<file path="src/rtl/axi_write_adapter.sv">
// Single-outstanding AXI3 write master for MEM-stage stores.
// Issues AW and W independently, collects B, holds completion until MEM takes it.
module axi_write_adapter (
    input  logic        clk,
    input  logic        reset,

    output logic [3:0]  awid,
    output logic [31:0] awaddr,
    output logic [3:0]  awlen,
    output logic [2:0]  awsize,
    output logic [1:0]  awburst,
    output logic [1:0]  awlock,
    output logic [3:0]  awcache,
    output logic [2:0]  awprot,
    output logic        awvalid,
    input  logic        awready,

    output logic [3:0]  wid,
    output logic [31:0] wdata,
    output logic [3:0]  wstrb,
    output logic        wlast,
    output logic        wvalid,
    input  logic        wready,

    input  logic [3:0]  bid,
    input  logic [1:0]  bresp,
    input  logic        bvalid,
    output logic        bready,

    input  logic        mem_we,
    input  logic [31:0] mem_addr,
    input  logic [31:0] mem_data,
    input  logic [3:0]  mem_sel,
    input  logic        mem_write_ready,
    output logic        mem_write_done,
    output logic [1:0]  mem_write_resp,
    output logic        mem_write_busy
);

    typedef enum logic [1:0] {StIdle, StAddrData, StWaitB, StDone} state_e;

    state_e      state_q, state_d;
    logic        awvalid_q, awvalid_d;
    logic        wvalid_q, wvalid_d;
    logic [31:0] awaddr_q, awaddr_d;
    logic [31:0] wdata_q, wdata_d;
    logic [3:0]  wstrb_q, wstrb_d;
    logic [1:0]  resp_q, resp_d;

    logic        aw_pending;
    logic        w_pending;
    logic [31:0] phys_addr;
    logic        unused_bid;

    assign unused_bid = ^bid;

    // kseg0/kseg1 (0x8000_0000-0xBFFF_FFFF) fold onto physical low memory.
    assign phys_addr = (mem_addr[31:29] == 3'b100 || mem_addr[31:29] == 3'b101) ?
                       {3'b000, mem_addr[28:0]} : mem_addr;

    assign aw_pending = awvalid_q && !awready;
    assign w_pending  = wvalid_q && !wready;

    always_comb begin
        state_d   = state_q;
        awvalid_d = awvalid_q;
        wvalid_d  = wvalid_q;
        awaddr_d  = awaddr_q;
        wdata_d   = wdata_q;
        wstrb_d   = wstrb_q;
        resp_d    = resp_q;

        unique case (state_q)
            StIdle: begin
                if (mem_we) begin
                    if (mem_sel != 4'b0000) begin
                        awaddr_d  = phys_addr;
                        wdata_d   = mem_data;
                        wstrb_d   = mem_sel;
                        awvalid_d = 1'b1;
                        wvalid_d  = 1'b1;
                        state_d   = StAddrData;
                    end else begin
                        resp_d  = 2'b00;
                        state_d = StDone;
                    end
                end
            end
            StAddrData: begin
                awvalid_d = aw_pending;
                wvalid_d  = w_pending;
                if (!aw_pending && !w_pending) begin
                    state_d = StWaitB;
                end
            end
            StWaitB: begin
                if (bvalid) begin
                    resp_d  = bresp;
                    state_d = StDone;
                end
            end
            StDone: begin
                // mem_we is deliberately ignored here so a stalled MEM cannot re-issue.
                if (mem_write_ready) begin
                    state_d = StIdle;
                end
            end
            default: state_d = StIdle;
        endcase
    end

    always_ff @(posedge clk or negedge reset) begin
        if (!reset) begin
            state_q   <= StIdle;
            awvalid_q <= 1'b0;
            wvalid_q  <= 1'b0;
            awaddr_q  <= 32'h0;
            wdata_q   <= 32'h0;
            wstrb_q   <= 4'h0;
            resp_q    <= 2'b00;
        end else begin
            state_q   <= state_d;
            awvalid_q <= awvalid_d;
            wvalid_q  <= wvalid_d;
            awaddr_q  <= awaddr_d;
            wdata_q   <= wdata_d;
            wstrb_q   <= wstrb_d;
            resp_q    <= resp_d;
        end
    end

    assign awid    = 4'b0000;
    assign awlen   = 4'b0000;
    assign awsize  = 3'b010;
    assign awburst = 2'b00;
    assign awlock  = 2'b00;
    assign awcache = 4'b0000;
    assign awprot  = 3'b001;
    assign wid     = 4'b0000;

    assign awaddr  = awaddr_q;
    assign awvalid = awvalid_q;
    assign wdata   = wdata_q;
    assign wstrb   = wstrb_q;
    assign wvalid  = wvalid_q;
    assign wlast   = wvalid_q;
    assign bready  = (state_q == StWaitB);

    assign mem_write_done = (state_q == StDone);
    assign mem_write_resp = resp_q;
    assign mem_write_busy = (state_q != StIdle);

endmodule
</file>
<file path="config.mk">
export PLATFORM = sky130hd
export DESIGN_NAME = axi_write_adapter
export DESIGN_NICKNAME = d
export VERILOG_FILES = /design/src/rtl/axi_write_adapter.sv
export SDC_FILE = /design/constraint.sdc
export NUM_CORES = 1
export LEC_CHECK = 0
export CORE_MARGIN = 3
export CORE_UTILIZATION = 30
export CTS_BUF_LIST = sky130_fd_sc_hd__clkbuf_16
export DETAILED_ROUTE_END_ITERATION = 16
export PLACE_DENSITY = 0.65
export SKIP_CTS_REPAIR_TIMING = 1
export SYNTH_ARGS = -nofsm -noshare
export SYNTH_HDL_FRONTEND = slang
export SYNTH_SLANG_ARGS = --single-unit
</file>
<file path="constraint.sdc">
create_clock -name clk -period 1.7 [get_ports clk]
set_input_delay 0.425 -clock clk [delete_from_list [all_inputs] [get_ports clk]]
set_output_delay 0.425 -clock clk [all_outputs]
set_load 0.05 [all_outputs]
</file>
; Yosys cells after proc, flatten, opt, wreduce, memory -nomap -nowiden
; Index checks and enable logic that the tools add are counted.
; Widths: inputs -> output; s select.
[totals]
output_inout_bits = 102
input_bits = 81
regBits = 74
[op_classes]
eq_ne = 11
muxes = 15
reduce_logical = 17
[op_table]
columns = cell, n
row1 = $mux 32, 1
row2 = $mux 2, 8
row3 = $ne 2x2->1 const B, 6
row4 = $pmux 2 s4, 1
row5 = $reduce_and 4->1, 2
row6 = $eq 3x3->1 const B, 2
row7 = $reduce_and 3->1, 2
row8 = $reduce_bool 2->1, 3
row9 = $eq 2x2->1 const B, 2
row10 = $logic_not 1->1, 4
row11 = $pmux 1 s2, 2
row12 = $pmux 2 s2, 1
row13 = $reduce_bool 4->1, 1
row14 = $logic_and 1x1->1, 3
row15 = $eq 2x1->1 const B, 1
row16 = $logic_not 2->1, 1
row17 = $mux 1, 2
row18 = $logic_or 1x1->1, 1

; Logic depth before layout (Yosys ltp)
; Gate-level depths: netlist of the first run.
[depth]
word_depth = 6
ltp_mapped = 6
ltp_nobuf = 6

; Worst setup path before layout of the first run
; Ideal clock, no wire load.
[synth_timing]
path_kind = register to register
start = reg state_q[0]
end = reg resp_q[0], in the netlist mem_write_resp[0]
setup_time_ps = 121
arrival_time_ps = 1651
period_less_slack_ps = 1772
slack_ps = -72
required_ps = 1579
path_stages_with_launch = 7
path_cell_list = dfrtp_1 -> inv_1 -> ha_1 -> inv_1 -> a2bb2oi_1 -> and3_1 -> a22o_1
[synth_between]
elab_chain_len = 3
[synth_lines]
columns = item, line_no
row1 = start: declaration, 42  ; state_e state_q, state_d;
row2 = start signal: assignment, 114  ; state_q <= StIdle;
row3 = start signal: assignment, 122  ; state_q <= state_d;
row4 = $eq 2x2->1 / $logic_not 2->1 (equally long branches), 73  ; unique case (state_q)
row5 = $ne 2x2->1 (no source line) / $reduce_bool 2->1 (equally long branches), --
row6 = $reduce_and 4->1 (no source line), --
row7 = end signal: assignment, 128  ; resp_q <= resp_d;
row8 = end: declaration, 48  ; logic [1:0] resp_q, resp_d;
; Several ways; a longest one is shown, not always the timed one.
; A chain may end at the register's enable or synchronous reset.

; Worst setup path after layout of the first run
[layout_timing]
start = reg state_q[1]
end = out mem_write_busy
[layout_between]
elab_chain_len = 1
[layout_lines]
columns = item, line_no
row1 = $reduce_bool 2->1, 151  ; assign mem_write_busy = (state_q != StIdle);
row2 = end: declaration, 37  ; output logic mem_write_busy
; Every way passes these cells.

==> results of run 1 <==
-- logic make-up after synthesis --
family,Yosys count,share of synthesized area [%]
buffers and inverters,42,9.80
AO/OA/AOI/OAI,15,3.11
multiplexers,68,24.0
AND/OR/NAND/NOR,14,2.68
flip-flops,74,58.2
other,2,0.236
adder cells (fa/ha/maj),5,1.97
-- layout by cell type, fill, tap and decap left out --
cell	n
clkinv_4	1
or4_4	1
inv_2	2
and3_1	1
clkbuf_2	1
mux2i_1	2
ha_2	1
buf_12	10
nand3_4	1
nand2b_1	1
mux2_2	58
nand3_1	1
nor2b_1	2
o21ai_0	4
a21oi_1	3
ha_1	3
bufinv_16	4
mux2_4	8
dfrtp_1	74
ha_4	1
conb_1	26
nor2_1	2
a21boi_0	2
buf_6	1
buf_4	81
a2bb2oi_1	1
clkinvlp_4	1
nand2_1	5
a22o_1	2
clkbuf_16	13
inv_6	1
clkdlybuf4s50_1	71
o21bai_1	2
inv_1	6
o211ai_1	1
dlymetal6s2s_1	3
-- final cells by class --
class	instances	area [µm²]	share of cell area [%]
Sequential cell	74	1850	35.3
Inverter	8	33.8	0.644
Clock inverter	7	141	2.70
Timing Repair Buffer	171	1670	31.9
Clock buffer	9	225	4.29
Tap cell	133	166	3.17
Multi-Input combinational cell	128	1150	22.0
-- metal layers --
metal,vias to the layer above,wire length [µm],share of wire (%)
met5,-,0,0
met4,0,59,0.76
met3,8,735,9.4
met2,99,4040,52
met1,1079,2980,38
li1,1051,-,-
-- cells in the mapped netlist, drive strengths merged (2+ instances only) --
master	instances
mux2i	2
a21oi	3
inv	8
ha	5
o21ai	4
dfrtp	74
nand3	2
conb	2
a21boi	2
nor2	2
nand2	5
a22o	2
buf	34
mux2	66
o21bai	2
nor2b	2
-- power by group --
part / internal [µW] / total (µW) / switching (µW)
Combinational: 2830 / 7430 / 4600
Clock: 1580 / 2310 / 729
Sequential: 2660 / 3150 / 495
-- worst min-delay path by stage --
stage	end
after floorplan	awaddr[0]$_DFFE_PN0P_
after global placement	awaddr[28]$_DFFE_PN0P_
after detailed placement	wstrb[2]$_DFFE_PN0P_
after CTS	wstrb[2]$_DFFE_PN0P_
after global routing	wstrb[2]$_DFFE_PN0P_
final	wstrb[2]$_DFFE_PN0P_
-- registers in the layout (all words and copies together), names as in the netlist --
register and cells:
wlast 1, wstrb 4, state_q 2, mem_write_resp 2, awaddr 32, wdata 32
awvalid 1
-- stage by stage --
| step | total power (µW) | cell area, µm² |
|---|---|---|
| floorplan | 8070 | 3300 |
| global placement | 10200 | 4690 |
| detailed placement | 10300 | 4690 |
| CTS | 12700 | 5050 |
| global route | 13500 | 5240 |
| finish | 12900 | 5240 |
-- worst reg2reg max path, cell delays in order, from the launching register on --
cell and delay (ps):
dfrtp_1 410, inv_2 120, ha_4 190, nand3_4 240, clkbuf_16 270, mux2_4 300
==> qor.yml, run 1 <==
run_status:
  status: "finished with violations"
  violations: "setup timing"
global_route:
  grt_use_met3_pct: 4.97
  grt_pass1_vias: 2205
  grt_pass1_wl_mm: 11.1
  use_met1_pct: 13.7
  grt.busiest_layer: "met2"
  grt_use_total_pct: 12.0
  grt_overflow: 0
  grt_max_degree: 75
  use_met2_pct: 20.2
  antenna_found_initial: 0
timing:
  rsz0062_at_grt: "yes"
  finalHoldViolations: 0
  setup-tns-final_ps: -26.0
  finClkSkew_ps: 5.44
  period_share_pct: 102
  setup_viol: 1
  fin_ws_ps: -26.0
  slew_violations: 0
  fmax_mhz: 579
  finalCriticalPeriod_ps: 1730
  hold_ws_ps: 91.6
synthesis:
  yosysWarnings: 0
  synth_top_flop_cell: "dfrtp_1"
  synth-seq-area-share_pct: 58.2
  async_flop_share_pct: 100
  synth_top_area_cell: "dfrtp_1"
  synth.area.top_cells: "dfrtp_1, mux2_2, buf_4, buf_6, ha_1"
  syn_area_per_cell_um2: 14.5
  syn_area_mm2: 0.00318
  synth_cells: 220
  synth_top_area_share_pct: 58.2
  synth_edf_count: 0
  ys_seq_elements: 74
  synth.distinct_cells: 23
cells_and_area:
  finalCoreUtilization_pct: 52.2
  antennaDiodeCount: 0
  final_nets: 478
  area_growth_syn_to_layout_pct: 64.9
  drive_gt1_share_pct: 46.6
  num-fill-cells: 900
  fin_cells: 530
setup_path:
  reg2reg_to: "wdata[23]$_DFFE_PN0P_"
  cp_top_family: "flip-flops"
  crit_path_max_fanout: 4
  worstPathRequired_ps: 1270
  crit_cells: 4
  worst-path-buf-inv: 3
  rrSetupSlack_ps: 60
  crit_path_top_delay_cell: "dfrtp_1"
  cp-start-kind: "register"
  critPathCaptureType: "output port"
  cpPeakStageDelay_ps: 410
  crit_type: "register to output port"
  worstPathArrival_ps: 1300
  crit_chain: "inv_2, ha_4, clkinvlp_4, buf_12"
  cp-startpoint: "state_q[1]$_DFFE_PN0P_"
  rr_startpoint: "state_q[1]$_DFFE_PN0P_"
  worst-r2r-cell-count: 5
  endpoint: "mem_write_busy"
floorplanning:
  io-pin-count: 183
  die_h_um: 109
  fp.dieW_um: 109
  rows: 36
  initial_core_util_pct: 31.7
  design.core.area_mm2: 0.0100
  die-area_mm2: 0.0119
detailed_routing:
  drtIter0Drc: 61
  drt-vias-per-instance: 4.22
  drt-total-wl_mm: 7.81
  drt-pass1-iter-count: 4
  drc: 0
  vias: 2237
  wl_per_cell_um: 14.7
  postRouteAntennaNets: 0
cts:
  h-tree-depth: 3
  clockBufferDepth: 2
  cts_tree: "done"
  clock_latency_ps: 320
  cts_buffers: 9
  cts.sinks: 74
  cts_root_buffer: "clkbuf_16"
  clkSlewWorstSetupHoldPaths_ps: 60
placement:
  post-place-ws_ps: -552
  dp_cells: 501
  io_buffers: 152
  place.detailed.hpwl_mm: 5.46
  gp_congestion: 0.683
pwr:
  ir_drop_v: 0.00110
  power.density_mw_per_mm2: 2460
  p_leak_uw: 0.00249
min_path:
  hold_path_class: "input pin to asynchronous set/reset pin"
flow_run:
  drv_cap: 0
No activity file was read; power rests on OpenSTA's default activity.
==> inputs of run 2 (changes only) <==
ABC_AREA = 1   (was default)
PLACE_DENSITY = 0.62   (was 0.65)
==> qor.yml, run 2 <==
synthesis:
  yosys.area_share.simple_pct: 13.2  # +11 points
  synth.distinct_cells: 18  # -22%
  synth_commonest_cells: "nand2_1, inv_1, dfrtp_1"
  synth_top_family_by_area: "buffers and inverters"
  synth_top_area_cell: "dfrtp_1"
  async_flop_share_pct: 100  # unchanged
  synth_top_area_share_pct: 52.2  # -6.0 points
  yosysWarnings: 0  # unchanged
  syn_area_per_cell_um2: 9.15  # -37%
  synthXorXnorAreaFrac_pct: 0  # unchanged
  synth_top_flop_cell: "dfrtp_1"
  synth.most_common_cell: "nand2_1"
  synth_edf_count: 0  # unchanged
  yosys.area_share.adder_pct: 1.76  # -0.20 points
  syn_area_mm2: 0.00355  # +12%
  synth-seq-area-share_pct: 52.2  # -6.0 points
  ys_seq_elements: 74  # unchanged
  synth.area.top_cells: "dfrtp_1, nand2_1, o21ai_2, inv_1, buf_4"
  muxShareOfSynthArea_pct: 0  # -24 points
  synth_compound_area_share_pct: 14.0  # +11 points
  synth_cells: 388  # +76%
pwr:
  switching_share_pct: 49.7  # +4.5 points
  p_int_uw: 6090  # -14%
  netSwitchingPower_uw: 6010  # +3.2%
  power.density_mw_per_mm2: 2210  # -10%
  clockPowerShare_pct: 14.0  # -3.9 points
  total_power_uw: 12100  # -6.2%
  combPwrFrac_pct: 60.1  # +2.5 points
  power_frac_seq_pct: 25.9  # +1.4 points
  p_leak_uw: 0.00289  # +16%
  ir_drop_v: 0.00118  # +7.1%
setup_path:
  crit_path_max_fanout: 7  # +3
  rr_startpoint: "state_q[1]$_DFFE_PN0P_"
  cp-start-kind: "register"
  rrSetupSlack_ps: 290  # +230 ps
  reg2reg_to: "wlast$_DFFE_PN0P_"
  crit_type: "register to output port"
  worst-r2r-cell-count: 6  # +1
  worstPathArrival_ps: 1240  # -60 ps
  worstPathRequired_ps: 1270  # about the same
  critPathCaptureType: "output port"
cts:
  cts_buffers: 9  # unchanged
  cts_root_buffer: "clkbuf_16"
  cts.sinks: 74  # unchanged
  clkSlewWorstSetupHoldPaths_ps: 60  # about the same
  cts_tree: "done"
  clockBufferDepth: 2  # unchanged
  clock_latency_ps: 320  # about the same
  h-tree-depth: 3  # unchanged
detailed_routing:
  drt-vias-per-instance: 4.02  # -4.7%
  postRouteAntennaNets: 0  # unchanged
  drt-pass1-iter-count: 5  # +1
  vias: 2837  # +27%
  drc: 0  # unchanged
  drtIter0Drc: 110  # +80%
  wl_per_cell_um: 11.8  # -20%
  drt-total-wl_mm: 8.31  # +6.4%
cells_and_area:
  final_nets: 643  # +35%
  num-fill-cells: 1091  # +21%
  layout_commonest_cell: "nand2_1"
  drive_gt1_share_pct: 29.7  # -17 points
  final_cell_mix: "nand2_1, buf_4, inv_1"
  fin_cells: 705  # +33%
  area_growth_syn_to_layout_pct: 54.2
  final_cell_area_mm2: 0.00547  # +4.3%
  antennaDiodeCount: 0  # unchanged
run_status:
  status: "complete, no violations"
placement:
  dp_cells: 686  # +37%
  postPlaceCellArea_mm2: 0.00516  # +10%
  place.detailed.hpwl_mm: 6.48  # +19%
  io_buffers: 152  # unchanged
  gp_congestion: 0.729  # +6.8%
floorplanning:
  design.core.area_mm2: 0.0115  # +14%
  fp.dieW_um: 115  # +5.3%
  die_h_um: 115  # +5.3%
  die-area_mm2: 0.0132  # +11%
  rows: 39  # +8.3%
  io-pin-count: 183  # unchanged
  initial_core_util_pct: 30.9  # -0.72 points
flow_run:
  drv_cap: 0  # unchanged
timing:
  slew_violations: 0  # unchanged
  setup-tns-final_ps: 0  # +26.0 ps
  fmax_mhz: 602  # +3.9%
  rsz0062_at_grt: "yes"
  finClkSkew_ps: 5.88  # +0.441 ps
  period_share_pct: 97.7  # -3.8 points
  finalCriticalPeriod_ps: 1660  # -64.5 ps
  setup_viol: 0  # -1
  hold_ws_ps: 27.9  # -63.7 ps
  finalHoldViolations: 0  # unchanged
global_route:
  grt_pass1_vias: 2708  # +23%
  grt_pass1_wl_mm: 12.9  # +16%
  grt_overflow: 0  # unchanged
  antenna_found_initial: 0  # unchanged
  grt_max_degree: 61  # -19%
  grt_use_total_pct: 12.1  # +0.11 points
min_path:
  hold_path_class: "input pin to asynchronous set/reset pin"
-- run 2: final cells by class --
class | count | area (µm²) | area share [%]
clock buffer | 9 | 225 | 4.12
inverter | 79 | 299 | 5.47
sequential | 74 | 1850 | 33.8
timing repair buffer | 176 | 1720 | 31.5
clock inverter | 7 | 45.0 | 0.823
tap | 143 | 179 | 3.27
multi-input combinational | 217 | 1150 | 21.0
-- run 2: through the flow --
stage / worst slack, ps / utilization, %
detailed placement: -84.3 / 45.0
finish: 38.5 / 47.7
global route: -17.7 / 47.7
CTS: -243 / 47.3
floorplan: 188 / -
global placement: -69.1 / 45.0
-- run 2: critical path, cell delays in order, from the launching register on --
cell and delay (ps):
dfrtp_1 420, inv_2 100, ha_4 200, inv_4 60, buf_12 140
-- run 2: kinds of logic after synthesis --
logic type      after synthesis
simple gates                117
other cells                   2
fa+ha+maj                     5
flops                        74
compound gates               69
buf+inv                     121
-- run 2: how the worst max path moves through the flow --
| stage | from | cells past startpoint | slack [ps] | to |
|---|---|---|---|---|
| final | state_q[1]$_DFFE_PN0P_ | 4 | 40 | mem_write_busy |
| after global routing | state_q[0]$_DFFE_PN0P_ | 3 | -20 | bready |
| after CTS | state_q[0]$_DFFE_PN0P_ | 4 | -240 | mem_write_busy |
| after detailed placement | mem_sel[0] | 7 | -80 | wdata[1]$_DFFE_PN0P_ |
| after global placement | mem_sel[0] | 7 | -70 | wdata[0]$_DFFE_PN0P_ |
| after floorplan | state_q[0]$_DFFE_PN0P_ | 8 | 190 | mem_write_resp[0]$_DFFE_PN0P_ |
-- run 2: metal layers --
| layer | vias to the layer above | GRT usage, % | part of all wire (%) |
|---|---|---|---|
| met4 | 0 | 3.91 | 1.2 |
| met5 | - | 0 | 0 |
| li1 | 1447 | - | - |
| met1 | 1284 | 15.2 | 40 |
| met3 | 9 | 3.68 | 8.1 |
| met2 | 97 | 20.1 | 50 |
-- run 2: power by group through the flow --
stage | sequential (µW) | combinational, µW | clock, µW
floorplan | 5850 | 2100 | 0
global placement | 3130 | 7150 | 0
detailed placement | 3160 | 7220 | 0
CTS | 3140 | 7230 | 1770
global route | 3240 | 7700 | 1830
finish | 3130 | 7270 | 1700
